===== src/rtl/simon_pkg.sv =====
// Shared Simon Says definitions: playback states, speed width, colour decode.
// No ports; imported by the player, its interface and the input checker.
package simon_pkg;

    localparam int SPEED_W = 2;

    typedef enum logic [2:0] {
        P_IDLE,
        P_FETCH,
        P_LATCH,
        P_ON,
        P_OFF,
        P_FINISH
    } player_state_e;

    function automatic logic [3:0] colour_onehot(input logic [1:0] c);
        logic [3:0] r;
        unique case (c)
            2'd0:    r = 4'b0001;
            2'd1:    r = 4'b0010;
            2'd2:    r = 4'b0100;
            default: r = 4'b1000;
        endcase
        return r;
    endfunction

endpackage


===== src/rtl/sequence_player_if.sv =====
// Control, memory-read and LED bundle of the sequence player.
// master: game FSM / memory side; slave: the player itself.
interface sequence_player_if #(
    parameter int ROUND_W = 6
);
    import simon_pkg::*;

    logic                start;
    logic                abort;
    logic [ROUND_W-1:0]  current_round;
    logic [SPEED_W-1:0]  speed;
    logic [ROUND_W-1:0]  mem_addr;
    logic [1:0]          mem_data;
    logic [3:0]          led;
    logic                pulse;
    logic                busy;
    logic                done;

    modport master (
        output start, abort, current_round, speed, mem_data,
        input  mem_addr, led, pulse, busy, done
    );

    modport slave (
        input  start, abort, current_round, speed, mem_data,
        output mem_addr, led, pulse, busy, done
    );

endinterface


===== src/rtl/sequence_player_step_timer.sv =====
// Loadable down-counter shared by the LED-on and LED-off phases.
// Ports: clk, reset (async, active-low), load, load_val, zero flag.
module step_timer #(
    parameter int W = 25
) (
    input  logic         clk,
    input  logic         reset,
    input  logic         load,
    input  logic [W-1:0] load_val,
    output logic         zero
);

    logic [W-1:0] cnt;

    // Holds at zero once expired; a new load restarts it.
    always_ff @(posedge clk or negedge reset) begin
        if (!reset) begin
            cnt <= '0;
        end else if (load) begin
            cnt <= load_val;
        end else if (cnt != '0) begin
            cnt <= cnt - W'(1);
        end
    end

    assign zero = (cnt == '0);

endmodule


===== src/rtl/sequence_player.sv =====
// Plays pattern entries 0..N-1 as timed one-hot LED flashes.
// Ports: clk, reset (async, active-low), bus (sequence_player_if.slave).
module sequence_player
    import simon_pkg::*;
#(
    parameter int ROUND_W  = 6,
    parameter int BASE_ON  = 25_000_000,
    parameter int BASE_OFF = 12_500_000,
    parameter int CNT_W    = 25
) (
    input  logic                clk,
    input  logic                reset,
    sequence_player_if.slave    bus
);

    player_state_e      state;
    logic [ROUND_W-1:0] idx;
    logic [ROUND_W-1:0] n_r;
    logic [CNT_W-1:0]   on_t;
    logic [CNT_W-1:0]   off_t;

    logic               tmr_load;
    logic [CNT_W-1:0]   tmr_val;
    logic               tmr_zero;

    // Speed scales durations down; never let a phase vanish.
    function automatic logic [CNT_W-1:0] scaled(
        input int                 base,
        input logic [SPEED_W-1:0] sp
    );
        int v;
        v = base >> sp;
        if (v < 1) v = 1;
        return CNT_W'(v);
    endfunction

    always_comb begin
        tmr_load = 1'b0;
        tmr_val  = on_t - CNT_W'(1);
        if (state == P_LATCH) begin
            tmr_load = 1'b1;
        end else if (state == P_ON && tmr_zero) begin
            tmr_load = 1'b1;
            tmr_val  = off_t - CNT_W'(1);
        end
    end

    step_timer #(
        .W (CNT_W)
    ) u_timer (
        .clk      (clk),
        .reset    (reset),
        .load     (tmr_load),
        .load_val (tmr_val),
        .zero     (tmr_zero)
    );

    // Outputs are set together with the state they belong to,
    // so led/pulse/done come straight from flops.
    always_ff @(posedge clk or negedge reset) begin
        if (!reset) begin
            state        <= P_IDLE;
            idx          <= '0;
            n_r          <= '0;
            on_t         <= '0;
            off_t        <= '0;
            bus.mem_addr <= '0;
            bus.led      <= '0;
            bus.pulse    <= 1'b0;
            bus.busy     <= 1'b0;
            bus.done     <= 1'b0;
        end else begin
            bus.pulse <= 1'b0;
            bus.done  <= 1'b0;
            if (bus.abort && state != P_IDLE) begin
                state    <= P_IDLE;
                bus.led  <= '0;
                bus.busy <= 1'b0;
            end else begin
                unique case (state)
                    P_IDLE: begin
                        if (bus.start) begin
                            n_r          <= bus.current_round;
                            on_t         <= scaled(BASE_ON, bus.speed);
                            off_t        <= scaled(BASE_OFF, bus.speed);
                            idx          <= '0;
                            bus.mem_addr <= '0;
                            bus.busy     <= 1'b1;
                            if (bus.current_round == '0) begin
                                state    <= P_FINISH;
                                bus.done <= 1'b1;
                            end else begin
                                state <= P_FETCH;
                            end
                        end
                    end
                    P_FETCH: begin
                        state <= P_LATCH;
                    end
                    P_LATCH: begin
                        bus.led   <= colour_onehot(bus.mem_data);
                        bus.pulse <= 1'b1;
                        state     <= P_ON;
                    end
                    P_ON: begin
                        if (tmr_zero) begin
                            bus.led <= '0;
                            state   <= P_OFF;
                        end
                    end
                    P_OFF: begin
                        if (tmr_zero) begin
                            if (idx == n_r - ROUND_W'(1)) begin
                                state    <= P_FINISH;
                                bus.done <= 1'b1;
                            end else begin
                                idx          <= idx + ROUND_W'(1);
                                bus.mem_addr <= idx + ROUND_W'(1);
                                state        <= P_FETCH;
                            end
                        end
                    end
                    P_FINISH: begin
                        state    <= P_IDLE;
                        bus.busy <= 1'b0;
                    end
                    default: begin
                        state    <= P_IDLE;
                        bus.led  <= '0;
                        bus.busy <= 1'b0;
                    end
                endcase
            end
        end
    end

endmodule


===== src/flat_wrapper.sv =====
// flat-port wrapper written by rule: the top's interface ports become plain ports
module sequence_player_flat import simon_pkg::*;
#(
    parameter int ROUND_W  = 6,
    parameter int BASE_ON  = 25_000_000,
    parameter int BASE_OFF = 12_500_000,
    parameter int CNT_W    = 25
)
  (clk, reset, bus_start, bus_abort, bus_current_round, bus_speed, bus_mem_data, bus_mem_addr, bus_led, bus_pulse, bus_busy, bus_done);
  sequence_player_if #(.ROUND_W(ROUND_W)) bus_i ();
  input  logic clk;
  input  logic reset;
  input wire logic [$bits(bus_i.start)-1:0] bus_start;
  input wire logic [$bits(bus_i.abort)-1:0] bus_abort;
  input wire logic [$bits(bus_i.current_round)-1:0] bus_current_round;
  input wire logic [$bits(bus_i.speed)-1:0] bus_speed;
  input wire logic [$bits(bus_i.mem_data)-1:0] bus_mem_data;
  output wire logic [$bits(bus_i.mem_addr)-1:0] bus_mem_addr;
  output wire logic [$bits(bus_i.led)-1:0] bus_led;
  output wire logic [$bits(bus_i.pulse)-1:0] bus_pulse;
  output wire logic [$bits(bus_i.busy)-1:0] bus_busy;
  output wire logic [$bits(bus_i.done)-1:0] bus_done;
  assign bus_i.start = bus_start;
  assign bus_i.abort = bus_abort;
  assign bus_i.current_round = bus_current_round;
  assign bus_i.speed = bus_speed;
  assign bus_i.mem_data = bus_mem_data;
  assign bus_mem_addr = bus_i.mem_addr;
  assign bus_led = bus_i.led;
  assign bus_pulse = bus_i.pulse;
  assign bus_busy = bus_i.busy;
  assign bus_done = bus_i.done;
  sequence_player #(.ROUND_W(ROUND_W), .BASE_ON(BASE_ON), .BASE_OFF(BASE_OFF), .CNT_W(CNT_W)) u_core (.clk(clk), .reset(reset), .bus(bus_i));
endmodule

===== config.mk =====
export PLATFORM = sky130hd
export DESIGN_NAME = sequence_player_flat
export DESIGN_NICKNAME = d
export VERILOG_FILES = /design/src/rtl/simon_pkg.sv /design/src/rtl/sequence_player_if.sv /design/src/rtl/sequence_player_step_timer.sv /design/src/rtl/sequence_player.sv /design/src/flat_wrapper.sv
export SDC_FILE = /design/constraint.sdc
export NUM_CORES = 1
export LEC_CHECK = 0
export ABC_AREA = 1
export CORE_MARGIN = 2
export CORE_UTILIZATION = 55
export CTS_CLUSTER_DIAMETER = 100
export DETAILED_ROUTE_END_ITERATION = 10
export GPL_ROUTABILITY_DRIVEN = 1
export PLACE_DENSITY = 0.86
export SYNTH_ARGS = -nofsm -noshare
export SYNTH_HDL_FRONTEND = slang
export SYNTH_SLANG_ARGS = --single-unit

===== constraint.sdc =====
create_clock -name clk -period 1.8 [get_ports clk]
set_input_delay 0.27 -clock clk [delete_from_list [all_inputs] [get_ports clk]]
set_output_delay 0.27 -clock clk [all_outputs]
set_load 0.005 [all_outputs]

==> results.md, run 1 <==
- Status: finished, final reports clean
- Initial antenna violation count: 0
- First-pass GRT wire length: 20900 um
- Placement Cell Area: 5230 sq um
- Synth cell count leaders: 230 x nand2_1, 104 x nor2_1, 75 x inv_1
- CP startpoint kind: register
- Synth warn: 0
- Worst slack, placed: -84.4 ps
- Ranking of synthesized cells by area: dfrtp_1 35%, nand2_1 18%, nor2_1 8.3%
- Non-Filler Instances: 880
- Die height: 96.2 um
- Fin crit share: 99.5%
- H-tree depth: 3
- TritonRoute pass-1 iters: 6
- Final min period: 1790 ps
- Total GRT Usage: 29.3%
- Seq/Total Area, Yosys: 34.8%
- Area of the multi-input gates: between 2000 and 3000 sq um
- RSZ-0062 raised after global routing: true
- Count leader, synth: nand2_1
- Syn Std Cell Area: approximately 4700 sq um
- Ys async rst share: 100%
- Slew Limit Fails: 0
- Pleak: 0.00284 uW
- # diodes: 0
- TritonCTS Buffers: 9
- F_max: between 0.5 and 0.6 GHz
- # DRC: 0
- Number of vias per cell: 5.60
- Layout cell share with drive strength beyond 1: 17.0%
- Hold Crit Class: in2async
- WP data required: 2040 ps
- Reg clk slew, reported paths: 80 ps
- Worst EP arrival: 2030 ps
- CP max FO: 3
- Maximum vdd drop: around 0.00083 V
- Fillers: about 650
- Die ar.: 9260 sq um
- Synthesized flop and latch total: 65
- Initial Util: 57.0%
- Register area: 1630 sq um
- Post-route ant nets: 0
- Clk_skew: ~9.0 ps
- Synthesized net count: 727
- Final total power: roughly 8500 uW
- Worst Tran Pin Value: 469 ps
- Count of final setup violators: 0
- Worst setup margin: 8.60 ps
- Num rows: 33
- Pwr dens: 1490 nW/um^2
- Synth area leader: dfrtp_1
- Nature of the critical path endpoint: register
- CTS sink cnt: 65
- Cell variety after synth: 39
- Starting DRC count in detailed routing: between 400 and 500
- Root Driver: clkbuf_8
- CTS max path bufs: 2
- Primary FF master, synth: dfrtp_1
- Core Util, Final: 69.1%
- Number of primary I/O pins: 27
- Largest net degree at the start of global routing: 66
- Vias in the first global route: 4554
- CTS tree: yes
- DP Cell Count: 854
- Remaining Overflow, GRT: 0
- Nets: 790
- Area Growth Syn to Fin: 21.3%
- Final Routed Wirelength: 13100 um
- GPL Wtd Cong: 1.03
- Detailed Place HPWL: between 9000 and 10000 um
- Die W: about 96 um
- Via count: 4928
- Mean Syn Cell Area: 6.61 sq um
- Worst skew pair latency: 350 ps
- Synth Instances: 708
- Port bufs: 26
- Crit Path Class: reg2reg
- Final Cell Area: 5680 sq um
- Post-synth EDFFs: 0
- Core Box Area: around 8200 sq um
- Hold Fails Final Rpt: 0
- Max-Cap Viols: 0
- Post-synth top area share: roughly a third
- DR WL/cell: 14.9 um
- Relative slew slack: between 60% and 70%
-- where the power goes --
| part | internal, uW | switching, uW |
|---|---|---|
| Clock | 483 | 584 |
| Combinational | 1750 | 3020 |
| Sequential | 2030 | 593 |
-- cells by family (layout without fill, tap and decap cells) --
kind of cell             after synthesis  in the layout  synth area share (%)
AO/OA/AOI/OAI                         61             61                  7.38
XOR/XNOR                              22             22                  4.12
adder cells (fa/ha/maj)                5              5                  1.34
buffers and inverters                 98            165                  8.90
flip-flops                            65             65                  34.8
AND/OR/NAND/NOR                      457            457                  43.5
-- state kept, by name (all words and copies together), names as in the netlist --
| name | cells |
|---|---|
| u_core.u_timer.cnt | 25 |
| u_core.off_t | 12 |
| u_core.idx | 6 |
| u_core.n_r | 6 |
| u_core.on_t | 6 |
| u_core.bus.led | 4 |
| u_core.state | 3 |
| u_core.bus.busy | 1 |
| u_core.bus.done | 1 |
| u_core.bus.pulse | 1 |
-- layer usage --
metal | track usage, % | share of wire, % | up-vias
li1 | - | - | 2363
met2 | 47.9 | 47 | 235
met4 | 11.0 | 2.9 | 0
met1 | 39.8 | 43 | 2288
met3 | 3.92 | 7.2 | 42
met5 | 0 | 0 | -
-- layout make-up --
cell class | count | area share [%]
Tap cell | 105 | 2.31
Clock buffer | 9 | 2.18
Sequential cell | 65 | 28.7
Timing Repair Buffer | 69 | 11.3
Multi-Input combinational cell | 545 | 49.4
Clock inverter | 6 | 0.639
Inverter | 81 | 5.40
-- cell usage in the layout, fill, tap and decap left out, drive strengths merged, types with 3 or more instances in the layout --
| cell type | count |
|---|---|
| a21oi | 23 |
| buf | 42 |
| clkbuf | 10 |
| clkdlybuf4s50 | 25 |
| clkinv | 5 |
| dfrtp | 65 |
| ha | 5 |
| inv | 81 |
| nand2 | 238 |
| nand3 | 69 |
| nand3b | 3 |
| nand4 | 17 |
| nor2 | 120 |
| nor3 | 6 |
| o21ai | 30 |
| or2 | 4 |
| xnor2 | 5 |
| xor2 | 17 |
-- path summary, 6_finish.rpt --
check | slack [ps] | to | cells after the start | startpoint
worst max-delay path | 9 | u_core.u_timer.cnt[10]$_DFFE_PN0P_ | 10 | u_core.u_timer.cnt[0]$_DFFE_PN0P_
worst min-delay path | 460 | u_core.idx[2]$_DFFE_PN0P_ | 3 | reset
worst max register to register | 9 | u_core.u_timer.cnt[10]$_DFFE_PN0P_ | 10 | u_core.u_timer.cnt[0]$_DFFE_PN0P_
worst min register to register | 480 | u_core.bus.led[2]$_DFFE_PN0P_ | 2 | u_core.bus.led[2]$_DFFE_PN0P_
max in group asynchronous | 1030 | u_core.state[2]$_DFFE_PN0P_ | 3 | reset
min in group clk | 480 | u_core.bus.led[2]$_DFFE_PN0P_ | 2 | u_core.bus.led[2]$_DFFE_PN0P_
-- per-stage QoR --
| step | hold WS [ps] | setup TNS (ps) |
|---|---|---|
| final | 457 | 0 |
| after global routing | 506 | -814 |
| after CTS | 479 | 0 |
| after detailed placement | 313 | -763 |
| after global placement | 307 | -117 |
| after floorplan | -25.6 | 0 |
-- critical path, stage by stage, from the launching register on --
cell and delay [ps]:
dfrtp_1 400, inv_2 100, ha_4 150, nand3_4 100, buf_4 160, nor2_2 160, nand3_1 120, xor2_1 210
nor2_1 70, nor2_1 160, nor2_1 60
-- timing repair --
item | in CTS | in global routing
hold endpoints to repair | 65 | 0
hold buffers | 1 | 0
cloned | 0 | 1
buffers inserted | 0 | 9
pin swaps | 1 | 8
endpoints found under the setup margin | 26 | 40
resized for setup | 9 | 42
Note: power is estimated with default switching activity, not from simulation.
==> inputs of run 2 (changes only) <==
--- a/config.mk
+++ b/config.mk
@@ -6,6 +6,7 @@
 export NUM_CORES = 1
 export LEC_CHECK = 0
 export ABC_AREA = 1
+export CORE_ASPECT_RATIO = 1.5
 export CORE_MARGIN = 2
 export CORE_UTILIZATION = 55
 export CTS_CLUSTER_DIAMETER = 100
==> results.md, run 2 (synthesis gave the netlist of run 1 again) <==
- Status: finished with violations (was finished, final reports clean)
- Failing checks: negative setup slack
- Hold path startpoint: u_core.off_t[0]$_DFFE_PN0P_
- DR WL/cell: 15.7 um (was 14.9 um)
- Die W: 79.3 um (was 96.2 um)
- Top flop regs: u_core.u_timer.cnt x25, u_core.off_t x12 (unchanged)
- Via count: 5061 (was 4928)
- TritonRoute pass-1 iters: 5 (was 6)
- Core Util, Final: 71.7% (was 69.1%)
- TritonCTS Buffers: 9 (unchanged)
- # DRC: 0 (unchanged)
- Max-Cap Viols: 0 (unchanged)
- F_max: 0.554 GHz (was 0.558 GHz)
- Non-Filler Instances: 904 (was 880)
- Largest register FFs: 25 (unchanged)
- Starting DRC count in detailed routing: 407 (was 491)
- Pleak: 0.00298 uW (was 0.00284 uW)
- Fin crit share: 100% (was 99.5%)
- Root Driver: clkbuf_16 (was clkbuf_8)
- Hold Crit Class: reg2reg (was in2async)
- Post-route ant nets: 0 (unchanged)
- Total GRT Usage: 29.9% (was 29.3%)
- Final total power: 9420 uW (was 8450 uW)
- Slew Limit Fails: 0 (unchanged)
- Clk_skew: 4.46 ps (was 9.02 ps)
- Worst EP arrival: 2060 ps (was 2030 ps)
- Worst Hold Path Cells: 2
- Slack of the worst reg-to-reg path: -5 ps (was 9 ps)
- GPL Wtd Cong: 0.959 (was 1.03)
- Die height: 117 um (was 96.2 um)
- Largest net degree at the start of global routing: 66 (unchanged)
- Detailed Place HPWL: 10200 um (was 9610 um)
- # diodes: 0 (unchanged)
- CP startpoint kind: register (unchanged)
- Initial Util: 56.0% (was 57.0%)
- Number of primary I/O pins: 27 (unchanged)
- CTS tree: yes (unchanged)
- Register-to-Register Path Depth: 8 (was 10)
- Pwr dens: 1570 nW/um^2 (was 1490 nW/um^2)
- Worst setup margin: -4.76 ps (was 8.60 ps)
- Port bufs: 26 (unchanged)
- Final min period: 1800 ps (was 1790 ps)
- Layout cell share with drive strength beyond 1: 19.4% (was 17.0%)
- WP data required: 2060 ps (was 2040 ps)
- Reg clk slew, reported paths: 50 ps (was 80 ps)
- Hold Fails Final Rpt: 0 (unchanged)
- Remaining Overflow, GRT: 0 (unchanged)
- Vias in the first global route: 4638 (was 4554)
- Maximum vdd drop: 0.00102 V (was 0.000826 V)
- H-tree depth: 3 (unchanged)
- CP max FO: 6 (was 3)
- Worst Tran Pin Value: 434 ps (was 469 ps)
- Commonest non-fill, non-tap cells in the layout: 226 x nand2_1, 86 x nor2_1, 70 x inv_1 (was 225 x nand2_1, 93 x nor2_1, 70 x inv_1)
- Worst skew pair latency: 330 ps (was 350 ps)
- Count of final setup violators: 1 (was 0)
- Area Growth Syn to Fin: 28.2% (was 21.3%)
- Final Routed Wirelength: 14200 um (was 13100 um)
- Die ar.: 9280 sq um (was 9260 sq um)
- RSZ-0062 raised after global routing: true (unchanged)
- Final setup TNS: -4.76 ps (was 0 ps)
- Crit Path Class: reg2reg (unchanged)
- Nets: 812 (was 790)
- DP Cell Count: 875 (was 854)
- CTS max path bufs: 2 (unchanged)
- Relative slew slack: 70.8% (was 68.7%)
- Most common cell after layout, fill and taps aside: nand2_1 (unchanged)
- Reg with most FFs: u_core.u_timer.cnt (unchanged)
- R2r startpoint: u_core.state[1]$_DFFE_PN0P_ (was u_core.u_timer.cnt[0]$_DFFE_PN0P_)
- First-pass GRT wire length: 21400 um (was 20900 um)
- Core Box Area: 8360 sq um (was 8220 sq um)
- Beginning of the critical path: u_core.state[1]$_DFFE_PN0P_ (was u_core.u_timer.cnt[0]$_DFFE_PN0P_)
- CTS sink cnt: 65 (unchanged)
- Initial antenna violation count: 0 (unchanged)
- Number of vias per cell: 5.60 (about the same)
- Num rows: 41 (was 33)
- Nature of the critical path endpoint: register (unchanged)
[run 2: metal layers]
layer	track usage, %	vias to the layer above	part of all wire [%]
met4	17.2	0	4.8
met3	4.83	62	5.4
met5	0	-	0
li1	-	2409	-
met1	32.3	2350	36
met2	54.7	240	54
[run 2: final timing paths]
| path | to |
|---|---|
| setup / recovery | u_core.u_timer.cnt[22]$_DFFE_PN0P_ |
| hold / removal | u_core.off_t[0]$_DFFE_PN0P_ |
| setup reg to reg | u_core.u_timer.cnt[22]$_DFFE_PN0P_ |
| hold reg to reg | u_core.off_t[0]$_DFFE_PN0P_ |
| max in group asynchronous | u_core.state[2]$_DFFE_PN0P_ |
| min in group asynchronous | u_core.on_t[0]$_DFFE_PN0P_ |
[run 2: layout make-up]
| cell class | instances | area (sq um) |
|---|---|---|
| flip-flops and latches | 65 | 1630 |
| clock inverters | 2 | 12.5 |
| well taps | 107 | 134 |
| clock buffers | 13 | 270 |
| fillers | 634 | 2360 |
| multi-input cells | 546 | 2820 |
| inverters | 81 | 308 |
| repair buffers | 90 | 828 |
[run 2: what timing repair did]
item	4_1_cts	5_1_grt
gates cloned	0	3
hold buffers	1	0
endpoints found under the setup margin	28	48
gates resized for setup	11	46
pin swaps	1	9
buffers inserted	0	10
hold endpoints to repair	65	0
[run 2: critical path, stage by stage, from the launching register on]
cell and delay, ps:
dfrtp_1 430, inv_1 120, nor3_4 270, clkinvlp_4 260, buf_2 220, buf_4 150
nand4_1 80, nand2_1 60, nor2_1 130
[run 2: stage by stage]
stage | worst slack (ps) | area (sq um) | hold slack [ps]
global placement | -82.0 | 5360 | 306
detailed placement | -146 | 5360 | 313
global route | -65.6 | 6000 | 497
floorplan | 110 | 4680 | -25.6
finish | -4.76 | 6000 | 464
CTS | 3.22 | 5710 | 469
[run 2: power by group]
| group | switching [uW] | total, uW | leakage [uW] | internal [uW] |
|---|---|---|---|---|
| Combinational | 3190 | 5170 | 0.00205 | 1980 |
| Clock | 608 | 1640 | 0.000138 | 1030 |
| Sequential | 576 | 2610 | 0.000801 | 2030 |
| Total | 4380 | 9420 | 0.00298 | 5040 |
==> inputs of run 3 (changes only) <==
--- a/config.mk
+++ b/config.mk
@@ -8,11 +8,11 @@
 export ABC_AREA = 1
 export CORE_ASPECT_RATIO = 1.5
 export CORE_MARGIN = 2
-export CORE_UTILIZATION = 55
+export CORE_UTILIZATION = 47
 export CTS_CLUSTER_DIAMETER = 100
 export DETAILED_ROUTE_END_ITERATION = 10
 export GPL_ROUTABILITY_DRIVEN = 1
-export PLACE_DENSITY = 0.86
+export PLACE_DENSITY = 0.77
 export SYNTH_ARGS = -nofsm -noshare
 export SYNTH_HDL_FRONTEND = slang
 export SYNTH_SLANG_ARGS = --single-unit
==> results.md, run 3 (synthesis gave the netlist of run 1 again) <==
- # DRC: 0 (unchanged)
- Peak per-stage delay on the critical path: 380 ps (was 430 ps)
- CP startpoint kind: register (unchanged)
- Reg2Reg Capture Point: u_core.u_timer.cnt[20]$_DFFE_PN0P_ (was u_core.u_timer.cnt[22]$_DFFE_PN0P_)
- Post-route ant nets: 0 (unchanged)
- Num rows: 44 (was 41)
- Hold Crit Class: reg2reg (unchanged)
- CP bufs+invs: 3 (was 4)
- Met2 Use GR: 45.0% (was 54.7%)
- GRT Max-Usage Layer: met2 (unchanged)
- Worst EP arrival: 2010 ps (was 2060 ps)
- WHS Endpoint: u_core.off_t[0]$_DFFE_PN0P_ (unchanged)
- Final Routed Wirelength: 13600 um (was 14200 um)
- Final min period: 1790 ps (was 1800 ps)
- Relative slew slack: 55.3% (was 70.8%)
- Hold Fails Final Rpt: 0 (unchanged)
- Worst Tran Pin Value: 670 ps (was 434 ps)
- Crit. path cell count: 11 (was 8)
- GPL Wtd Cong: 0.961 (was 0.959)
- Reg with most FFs: u_core.u_timer.cnt (unchanged)
- Initial Util: 48.3% (was 56.0%)
- Maximum vdd drop: 0.000866 V (was 0.00102 V)
- Fin crit share: 99.2% (was 100%)
- CP delay by family, top: simple AND/OR/NAND/NOR gates (was buffers and inverters)
- Largest net degree at the start of global routing: 27 (was 66)
- Largest register FFs: 25 (unchanged)
- Worst Hold Path Cells: 2 (unchanged)
- Area Growth Syn to Fin: 27.7% (was 28.2%)
- Crit Path Class: reg2reg (unchanged)
- F_max: 0.560 GHz (was 0.554 GHz)
- Core Box Area: 9690 sq um (was 8360 sq um)
- Pwr dens: 1530 nW/um^2 (was 1570 nW/um^2)
- Die height: 126 um (was 117 um)
- Worst skew pair latency: 340 ps (was 330 ps)
- First-pass GRT wire length: 21400 um (about the same)
- Slack of the worst reg-to-reg path: 10 ps (was -5 ps)
- Top flop regs: u_core.u_timer.cnt x25, u_core.off_t x12 (unchanged)
- Pleak: 0.00297 uW (was 0.00298 uW)
- Total GRT Usage: 24.8% (was 29.9%)
- Clk_skew: 7.94 ps (was 4.46 ps)
- TritonRoute pass-1 iters: 5 (unchanged)
- Status: finished, final reports clean (was finished with violations)
- Vias in the first global route: 4635 (was 4638)
- CP max FO: 3 (was 6)
- Critical Path, Cell by Cell: inv_2 > ha_4 > nand3_4 > nor2_8 > buf_4 > buf_4 > nand2_1 > nor2_1 > nand4_1 > nand2_1 > nor2_1 (was inv_1 > nor3_4 > clkinvlp_4 > buf_2 > buf_4 > nand4_1 > nand2_1 > nor2_1)
- # diodes: 0 (unchanged)
- CTS tree: yes (unchanged)
- Remaining Overflow, GRT: 0 (unchanged)
- Layout cell share with drive strength beyond 1: 18.8% (was 19.4%)
- Die ar.: 10800 sq um (was 9280 sq um)
- Count of final setup violators: 0 (was 1)
- Met3 Use GR: 3.41% (was 4.83%)
- Number of vias per cell: 5.32 (was 5.60)
- Root Driver: clkbuf_16 (unchanged)
- Reg clk slew, reported paths: 60 ps (was 50 ps)
- TritonCTS Buffers: 9 (unchanged)
- Die W: 85.5 um (was 79.3 um)
- R2r startpoint: u_core.u_timer.cnt[0]$_DFFE_PN0P_ (was u_core.state[1]$_DFFE_PN0P_)
- Register-to-Register Path Depth: 11 (was 8)
- Slowest cell on crit path: dfrtp_1 (unchanged)
- Final total power: 9140 uW (was 9420 uW)
- Hold path startpoint: u_core.off_t[0]$_DFFE_PN0P_ (unchanged)
- Worst setup margin: 13.6 ps (was -4.76 ps)
- Number of primary I/O pins: 27 (unchanged)
- Nature of the critical path endpoint: register (unchanged)
- Initial antenna violation count: 0 (unchanged)
- Nets: 803 (was 812)
- RSZ-0062 raised after global routing: true (unchanged)
- DR WL/cell: 15.0 um (was 15.7 um)
- Via count: 4806 (was 5061)
- WP data required: 2030 ps (was 2060 ps)
- H-tree depth: 3 (unchanged)
- Most common cell after layout, fill and taps aside: nand2_1 (unchanged)
- CTS sink cnt: 65 (unchanged)
- Detailed Place HPWL: 9880 um (was 10200 um)
- Slew Limit Fails: 0 (unchanged)
- Commonest non-fill, non-tap cells in the layout: 222 x nand2_1, 90 x nor2_1, 71 x inv_1 (was 226 x nand2_1, 86 x nor2_1, 70 x inv_1)
- Max-Cap Viols: 0 (unchanged)
- Starting DRC count in detailed routing: 339 (was 407)
- GR Util met1: 28.0% (was 32.3%)
- Final setup TNS: 0 ps (was -4.76 ps)
- Worst slack, placed: -102 ps (was -146 ps)
- Port bufs: 26 (unchanged)
- CTS max path bufs: 2 (unchanged)
[run 3: changes by cell type in the layout (fill, tap and decap cells not counted), sizes merged]
cell and change:
clkinvlp -2, clkinv +1, a21oi -1, buf -8, bufinv +1, inv +1
[run 3: where the power goes]
part	switching [uW]	total, uW	internal, uW
clock network	635	1740	1110
registers	612	2640	2030
logic	2950	4760	1810
total	4200	9140	4950
[run 3: worst max path at each step]
stage / start / to / slack (ps)
2_1_floorplan: u_core.u_timer.cnt[0]$_DFFE_PN0P_ / u_core.u_timer.cnt[10]$_DFFE_PN0P_ / 110
3_3_place_gp: u_core.u_timer.cnt[0]$_DFFE_PN0P_ / u_core.u_timer.cnt[18]$_DFFE_PN0P_ / 8
3_5_place_dp: u_core.u_timer.cnt[0]$_DFFE_PN0P_ / u_core.u_timer.cnt[18]$_DFFE_PN0P_ / -100
4_1_cts: u_core.u_timer.cnt[1]$_DFFE_PN0P_ / u_core.u_timer.cnt[8]$_DFFE_PN0P_ / 0.05
5_1_grt: u_core.u_timer.cnt[0]$_DFFE_PN0P_ / u_core.u_timer.cnt[20]$_DFFE_PN0P_ / -90
6_report: u_core.u_timer.cnt[0]$_DFFE_PN0P_ / u_core.u_timer.cnt[20]$_DFFE_PN0P_ / 10
[run 3: repair_timing]
item	CTS	global route
pin swaps	2	14
hold endpoints to repair	23	0
gates cloned	0	2
endpoints found under the setup margin	23	38
gates resized for setup	7	50
buffers inserted	0	8
hold buffers	1	0
[run 3: layout make-up]
cell class | count | area (sq um)
multi-input cells | 545 | 2820
flip-flops and latches | 65 | 1630
clock inverters | 3 | 40.0
repair buffers | 82 | 791
fillers | 875 | 3710
inverters | 81 | 304
clock buffers | 13 | 250
well taps | 115 | 144
[run 3: metal layers]
layer / vias to the layer above / wire length (um)
met2: 152 / 7260
met4: 0 / 488
li1: 2389 / -
met5: - / 0
met3: 37 / 556
met1: 2228 / 5260
[run 3: worst reg2reg max path, delay by kind of cell (launching register included)]
family	cells	cell delay, ps
buffers and inverters	3	350
and+or+nand+nor	7	800
adders and majority gates	1	150
DFF	1	380
[run 3: through the flow]
stage	hold WS [ps]	util, %	area [sq um]	instances
after detailed placement	335	55.4	5370	877
final	463	61.7	5970	904
after floorplan	-25.6	-	4680	708
after global routing	491	61.7	5970	904
after global placement	325	55.4	5370	877
after CTS	468	58.8	5700	894
